===== src/rtl/product_bcd_converter_pkg.sv =====
// Shared types and default sizing for the signed-product to BCD converter.
// The bench imports the same constants so both sides agree on widths.
package product_bcd_converter_pkg;

    localparam int PBC_WIDTH  = 16;
    localparam int PBC_DIGITS = 5;

    typedef enum logic [1:0] {
        IDLE    = 2'd0,
        CONVERT = 2'd1,
        DONE    = 2'd2
    } bcd_state_t;

endpackage


===== src/rtl/product_bcd_converter_bcd_add3.sv =====
// One double-dabble digit correction: a BCD digit of 5 or more gets +3 so the
// following left shift carries correctly into the next decimal digit.
module bcd_add3 (
    input  logic [3:0] d,
    output logic [3:0] q
);

    // Add-3 correction for a single working digit
    always_comb begin
        q = d;
        if (d >= 4'd5) begin
            q = d + 4'd3;
        end else begin
            q = d;
        end
    end

endmodule


===== src/rtl/product_bcd_converter.sv =====
// Sequential two's-complement to sign + BCD converter, one shift per clock.
// Results (bcd/neg) only change on the final shift, so the display never flickers.
module product_bcd_converter
    import product_bcd_converter_pkg::*;
#(
    parameter int WIDTH  = PBC_WIDTH,
    parameter int DIGITS = PBC_DIGITS
) (
    input  logic                  CLK,
    input  logic                  Reset,
    input  logic                  start,
    input  logic [WIDTH-1:0]      product,
    output logic                  busy,
    output logic                  done,
    output logic                  neg,
    output logic [4*DIGITS-1:0]   bcd
);

    localparam int            BW   = 4 * DIGITS;
    localparam int            CW   = $clog2(WIDTH);
    localparam logic [CW-1:0] LAST = CW'(WIDTH - 1);

    bcd_state_t        state_q, state_d;
    logic [CW-1:0]     count_q, count_d;
    logic [WIDTH-1:0]  mag_q, mag_d;
    logic [BW-1:0]     work_q, work_d;
    logic              neg_r_q, neg_r_d;
    logic              neg_q, neg_d;
    logic [BW-1:0]     bcd_q, bcd_d;
    logic              busy_q, busy_d;
    logic              done_q, done_d;

    logic [BW-1:0]     corr_s;
    logic [BW-1:0]     work_sh_s;
    logic [WIDTH-1:0]  mag_sh_s;

    for (genvar g = 0; g < DIGITS; g++) begin : g_add3
        bcd_add3 u_add3 (
            .d (work_q[4*g +: 4]),
            .q (corr_s[4*g +: 4])
        );
    end

    // Magnitude MSB shifts into the corrected BCD register each step
    assign work_sh_s = {corr_s[BW-2:0], mag_q[WIDTH-1]};
    assign mag_sh_s  = {mag_q[WIDTH-2:0], 1'b0};

    // Next-state and datapath control
    always_comb begin
        state_d = state_q;
        count_d = count_q;
        mag_d   = mag_q;
        work_d  = work_q;
        neg_r_d = neg_r_q;
        neg_d   = neg_q;
        bcd_d   = bcd_q;
        busy_d  = busy_q;
        done_d  = 1'b0;
        case (state_q)
            IDLE: begin
                if (start) begin
                    neg_r_d = product[WIDTH-1];
                    // 0x8000 negates to itself, which reads as 32768 unsigned
                    mag_d   = product[WIDTH-1] ? (~product + WIDTH'(1)) : product;
                    work_d  = '0;
                    count_d = '0;
                    busy_d  = 1'b1;
                    state_d = CONVERT;
                end else begin
                    busy_d  = 1'b0;
                end
            end
            CONVERT: begin
                work_d = work_sh_s;
                mag_d  = mag_sh_s;
                if (count_q == LAST) begin
                    count_d = '0;
                    bcd_d   = work_sh_s;
                    neg_d   = neg_r_q;
                    done_d  = 1'b1;
                    busy_d  = 1'b0;
                    state_d = DONE;
                end else begin
                    count_d = count_q + CW'(1);
                end
            end
            DONE: begin
                busy_d  = 1'b0;
                state_d = IDLE;
            end
            default: begin
                busy_d  = 1'b0;
                count_d = '0;
                state_d = IDLE;
            end
        endcase
    end

    // State and output registers
    always_ff @(posedge CLK or posedge Reset) begin
        if (Reset) begin
            state_q <= IDLE;
            count_q <= '0;
            mag_q   <= '0;
            work_q  <= '0;
            neg_r_q <= 1'b0;
            neg_q   <= 1'b0;
            bcd_q   <= '0;
            busy_q  <= 1'b0;
            done_q  <= 1'b0;
        end else begin
            state_q <= state_d;
            count_q <= count_d;
            mag_q   <= mag_d;
            work_q  <= work_d;
            neg_r_q <= neg_r_d;
            neg_q   <= neg_d;
            bcd_q   <= bcd_d;
            busy_q  <= busy_d;
            done_q  <= done_d;
        end
    end

    assign busy = busy_q;
    assign done = done_q;
    assign neg  = neg_q;
    assign bcd  = bcd_q;

endmodule


===== config.mk =====
export PLATFORM = sky130hd
export DESIGN_NAME = product_bcd_converter
export DESIGN_NICKNAME = d
export VERILOG_FILES = /design/src/rtl/product_bcd_converter_pkg.sv /design/src/rtl/product_bcd_converter_bcd_add3.sv /design/src/rtl/product_bcd_converter.sv
export SDC_FILE = /design/constraint.sdc
export NUM_CORES = 1
export LEC_CHECK = 0
export CAP_MARGIN = 20
export CORE_MARGIN = 2
export CORE_UTILIZATION = 55
export CTS_CLUSTER_DIAMETER = 30
export DETAILED_ROUTE_END_ITERATION = 16
export PLACE_DENSITY = 0.8
export SYNTH_ARGS = -nofsm -noshare
export SYNTH_HDL_FRONTEND = slang
export SYNTH_SLANG_ARGS = --single-unit

===== constraint.sdc =====
create_clock -name CLK -period 6.05 [get_ports CLK]
set_input_delay 0.9075 -clock CLK [delete_from_list [all_inputs] [get_ports CLK]]
set_output_delay 0.9075 -clock CLK [all_outputs]
set_load 0.02 [all_outputs]

======== Yosys cells after proc, flatten, opt, wreduce, memory -nomap -nowiden ========
Index checks and enable logic that the tools add are counted.
word-level totals
  bits of input ports ..................... 19
  register bits after elaboration ......... 66
  word-level logic and storage cells ...... 56
operators by class
  $add $sub $neg .......................... 7
  equal/unequal tests ..................... 5
  mux-type cells .......................... 21
  bitwise operators ....................... 2
  reductions and logical operators ........ 7
  order comparisons ....................... 5
operators with widths
  operator                                             number
  one-hot mux 20 bit (2 select lines)                  1
  2-to-1 mux 16 bit                                    2
  one-hot mux 16 bit (2 select lines)                  1
  2-to-1 mux 4 bit                                     6
  >= comparator 4 x 3 -> 1 bit, second input constant  5
  2-to-1 mux 20 bit                                    1
  adder 16 x 1 -> 16 bit, second input constant        1
  adder 4 x 2 -> 4 bit, second input constant          4
  NOT 16 bit                                           1
  one-hot mux 4 bit (3 select lines)                   1
  AND reduction 2 bit                                  5
  adder 4 x 1 -> 4 bit, second input constant          1
  equality test 4 bit, second input constant           1
  2-to-1 mux 1 bit                                     4
  2-to-1 mux 2 bit                                     2
  inequality test 2 bit, second input constant         2
  one-hot mux 2 bit (2 select lines)                   1
  adder 3 x 2 -> 3 bit, second input constant          1
  2-to-1 mux 3 bit                                     1
  equality test 2 x 1 -> 1 bit, second input constant  1
  equality test 2 bit, second input constant           1
  logical NOT 2 bit                                    1
  one-hot mux 1 bit (2 select lines)                   1
  nonzero test 2 bit                                   1
  NOT 1 bit                                            1

======== Depth between registers and ports, before layout ========
  depth in word-level cells ............... 5
  gate-level depth with buffers ........... 7
  mapped depth without buffers ............ 7

======== By module ========
From an unflattened synthesis, not the netlist that was laid out.
second synthesis, totals
  cells, all modules ...................... 319
  area, all modules ....................... 3399.5 um^2
by module, submodules not included
  module                 times used  area an instance (um^2)  cells an instance
  product_bcd_converter  1           2892.8                   239
  bcd_add3               5           101.3                    16

======== Worst setup path after synthesis ========
OpenSTA, ideal clock, no wires.
  kind .................................... input -> register
  start point ............................. in product[10]
  end point ............................... reg mag_q[14]
  cell stages on the path ................. 5
  required time ........................... 5923 ps
  buffers on the path ..................... 0
  setup time .............................. 127 ps
  setup slack ............................. 3693 ps
  arrival time ............................ 2231 ps
  path through ............................ or4_4 -> or4_4 -> o21ai_2 -> xor2_1 -> o21ai_1
between the ends
  longest elaborated chain between the ends .. 5
RTL lines
  item                                 line                          text
  start, declared                      product_bcd_converter.sv:12   input logic [WIDTH-1:0] product,
  NOT 16 bit                           product_bcd_converter.sv:64   mag_d = product[WIDTH-1] ? (~product + WIDTH'(1)) : product;
  adder 16 x 1 -> 16 bit               product_bcd_converter.sv:64
  2-to-1 mux 16 bit                    product_bcd_converter.sv:64
  2-to-1 mux 16 bit                    product_bcd_converter.sv:61   if (start) begin
  one-hot mux 16 bit (2 select lines)  product_bcd_converter.sv:59   case (state_q)
  end signal, assigned                 product_bcd_converter.sv:114  mag_q <= mag_d;
  end, declared                        product_bcd_converter.sv:25   logic [WIDTH-1:0] mag_q, mag_d;
No other way between the ends. The select of a mux whose other input is x is not followed.
A chain may end at the register's enable or synchronous reset.

======== Final worst setup path ========
Same ends and word-level chain as after synthesis.

==> impl_metrics.toml <==
[outcome]
status = "finished clean"

[worst_setup_path]
worstPathMaxFanout = 5
cpPeakStageDelay_ps = 580
cp_data_arrival_time_ps = 2780
crit_chain = "clkdlybuf4s50_1 > or4_4 > or4_4 > o21ai_2 > xor2_1 > o21ai_1"
crit_path_frequent_cell = "or4_4"
cp.required_ps = 6260
path_class = "in -> reg"
crit_slowest_cell = "or4_4"
r2r_setup_slack_ps = 3640
cp-start-kind = "primary input"
cp_top_family = "simple AND/OR/NAND/NOR gates"
crit_buf_inv = 1
end_kind = "register"

[sta]
worst_pin_slew_ps = 1054
post-route-min-period_ps = 2563
post-route-period-util_pct = 42.36
slew_viol_final = 0
relSlewSlack_pct = 29.62
skew_ps = 6.396
rsz0062_at_grt = "no"
clock.fmax_ghz = 0.3902
finalHoldViolations = 0
setup_violations = 0
final.setup.tns_ps = 0

[synth]
synthCells = 337
yosys.area.top_type = "dfrtp_1"
ys_ff_latch = 66
synth_cell_types = 38
syn_avg_cell_area_um2 = 9.605
syn-num-nets = 368
synth_top_family_by_area = "compound AO/OA/AOI/OAI gates"
ys_top_cells_by_area = "dfrtp_1 51%, o21ai_0 8.5%, nand2_1 6.1%"
netlist_area_um2 = 3237
synthSimpleGateAreaFrac_pct = 14.84
synthMuxAreaShare_pct = 1.392
synth_compound_area_share_pct = 19.48
synth_top_area_share_pct = 51.02
synthAdderAreaFrac_pct = 4.639
synthXorXnorAreaFrac_pct = 4.871
ys.warnings.count = 0
yosysSeqAreaShare_pct = 51.02

[drt]
drt_iter0_drc = 165
ant_nets = 0
drt_wl_total_um = 6404
remaining_drc_errors = 0
viasPerCell = 5.637
vias = 2559
post_drt_wl_per_cell_um = 14.11
firstDrtPassIters = 5

[grt]
grt_pass1_vias = 2358
grt_pass1_wl_um = 10780
grt_usage_pct = 21.66
antenna_found_initial = 0
grt_max_degree = 67
grt_remaining_overflow = 0

[clock_network]
cts_sinks = 66
clk_path_buf_depth = 2
cts_buffers = 9
worstSkewPairLatency_ps = 340
h-tree-depth = 3
ctsHoldBuffers = 0
post_cts_resized = 0
cts_setup_buffers = 0
cts_tree = "built"
clk_pin_slew_ps = 70
root_buffer = "clkbuf_8"

[die]
die_h_um = 80.72
core_area_um2 = 5608
rows = 27
die-area_um2 = 6515
chipWidth_um = 80.72
start_util_pct = 57.72
io_pins = 42

[cells_and_area]
antenna_cells = 0
num-fill-cells = 458
fin_cells = 454
fin_nets = 408
final_common_cell = "dfrtp_1"
multiInputGateArea_um2 = 1468
final_cell_mix = "66 x dfrtp_1, 54 x o21ai_0, 53 x nand2_1"
areaGrowthSynthToFinish_pct = 19.21
ff_latch_area_um2 = 1652
utilization_pct = 68.81
drive_above_1_share_pct = 7.853

[placement]
dp_cells = 438
dp_hpwl_um = 4438
gp_congestion = 0.7589
port_buffers = 41

[power_and_ir_drop]
powerDensity_nw_per_um2 = 518.5
irDropWorstVdd_mv = 0.2342
cellLeakagePower_uw = 0.001693

[run]
maxCapViolCount = 0

[worst_hold_path]
hold_class = "reg -> reg"
[routing by layer]
| metal | global-route usage, % | vias up | wire length [um] |
|---|---|---|---|
| met5 | 0 | - | 0 |
| met4 | 8.983 | 0 | 97 |
| met3 | 3.596 | 10 | 236 |
| met2 | 36.00 | 64 | 3136 |
| met1 | 28.27 | 1210 | 2933 |
| li1 | - | 1275 | - |
[stage by stage]
step	power, uW	worst slack (ps)	hold slack (ps)	area, um^2
finish	2001	3487	471.3	3859
global route	2160	3357	493.3	3859
CTS	2013	3484	478.5	3859
detailed placement	1693	3123	462.9	3695
global placement	1650	3182	460.5	3695
floorplan	1382	3488	438.6	3237
[power breakdown]
part | switching (uW) | total, uW | internal [uW] | leakage [uW]
Clock | 159 | 318 | 158 | 0.0000872
Combinational | 490 | 895 | 405 | 0.000800
Sequential | 141 | 788 | 647 | 0.000805
[final timing paths]
check / start / end / cells past startpoint
worst max-delay path: product[10] / mag_q[14]$_DFFE_PP0P_ / 6
worst min-delay path: neg_r_q$_DFFE_PP0P_ / neg$_DFFE_PP0P_ / 2
worst max register to register: count_q[0]$_DFFE_PP0P_ / bcd[3]$_DFFE_PP0P_ / 6
worst min register to register: neg_r_q$_DFFE_PP0P_ / neg$_DFFE_PP0P_ / 2
max in group asynchronous: Reset / bcd[13]$_DFFE_PP0P_ / 3
min in group asynchronous: Reset / count_q[1]$_DFFE_PP0P_ / 3
[area by class of cell]
class                   count  share of cell area [%]
clock inverters             3                  0.3891
well taps                  72                   2.335
inverters                  18                   1.751
repair buffers             42                   10.83
clock buffers              13                   3.859
multi-input cells         240                   38.04
flip-flops and latches     66                   42.80
[Yosys cell counts, drive strengths merged]
library cell	number
dfrtp	66
o21ai	57
nand2	53
inv	18
a21oi	15
ha	12
a22oi	11
clkbuf	11
nor2	11
o22ai	10
xor2	10
xnor2	8
a31oi	7
nor3	7
nand2b	6
mux2	4
nor3b	4
or3b	4
o31ai	3
or4	3
buf	2
nand3	2
o32ai	2
a22o	1
a311o	1
and2	1
and2b	1
nand3b	1
nand4	1
nor2b	1
nor4	1
o311ai	1
o41ai	1
or3	1
[worst register-to-register path, stage by stage, from the launching register on]
cell and delay (ps):
dfrtp_1 420, ha_1 240, nand3_1 130, or3_1 730
inv_1 480, nor2_1 200, a31oi_1 60
[state kept, by name, summed over array words and instances, names as in the netlist]
register  count
busy          1
mag_q        16
state_q       2
done          1
count_q       4
work_q       20
neg_r_q       1
bcd          20
neg           1
[cell families (layout without fill, tap and decap cells)]
kind of cell,count (synthesis),count (layout)
AO/OA/AOI/OAI,109,109
multiplexers,4,4
flip-flops,66,66
buffers and inverters,31,76
XOR/XNOR,18,18
AND/OR/NAND/NOR,97,97
adder cells (fa/ha/maj),12,12
Note: power is estimated with default switching activity, not from simulation.
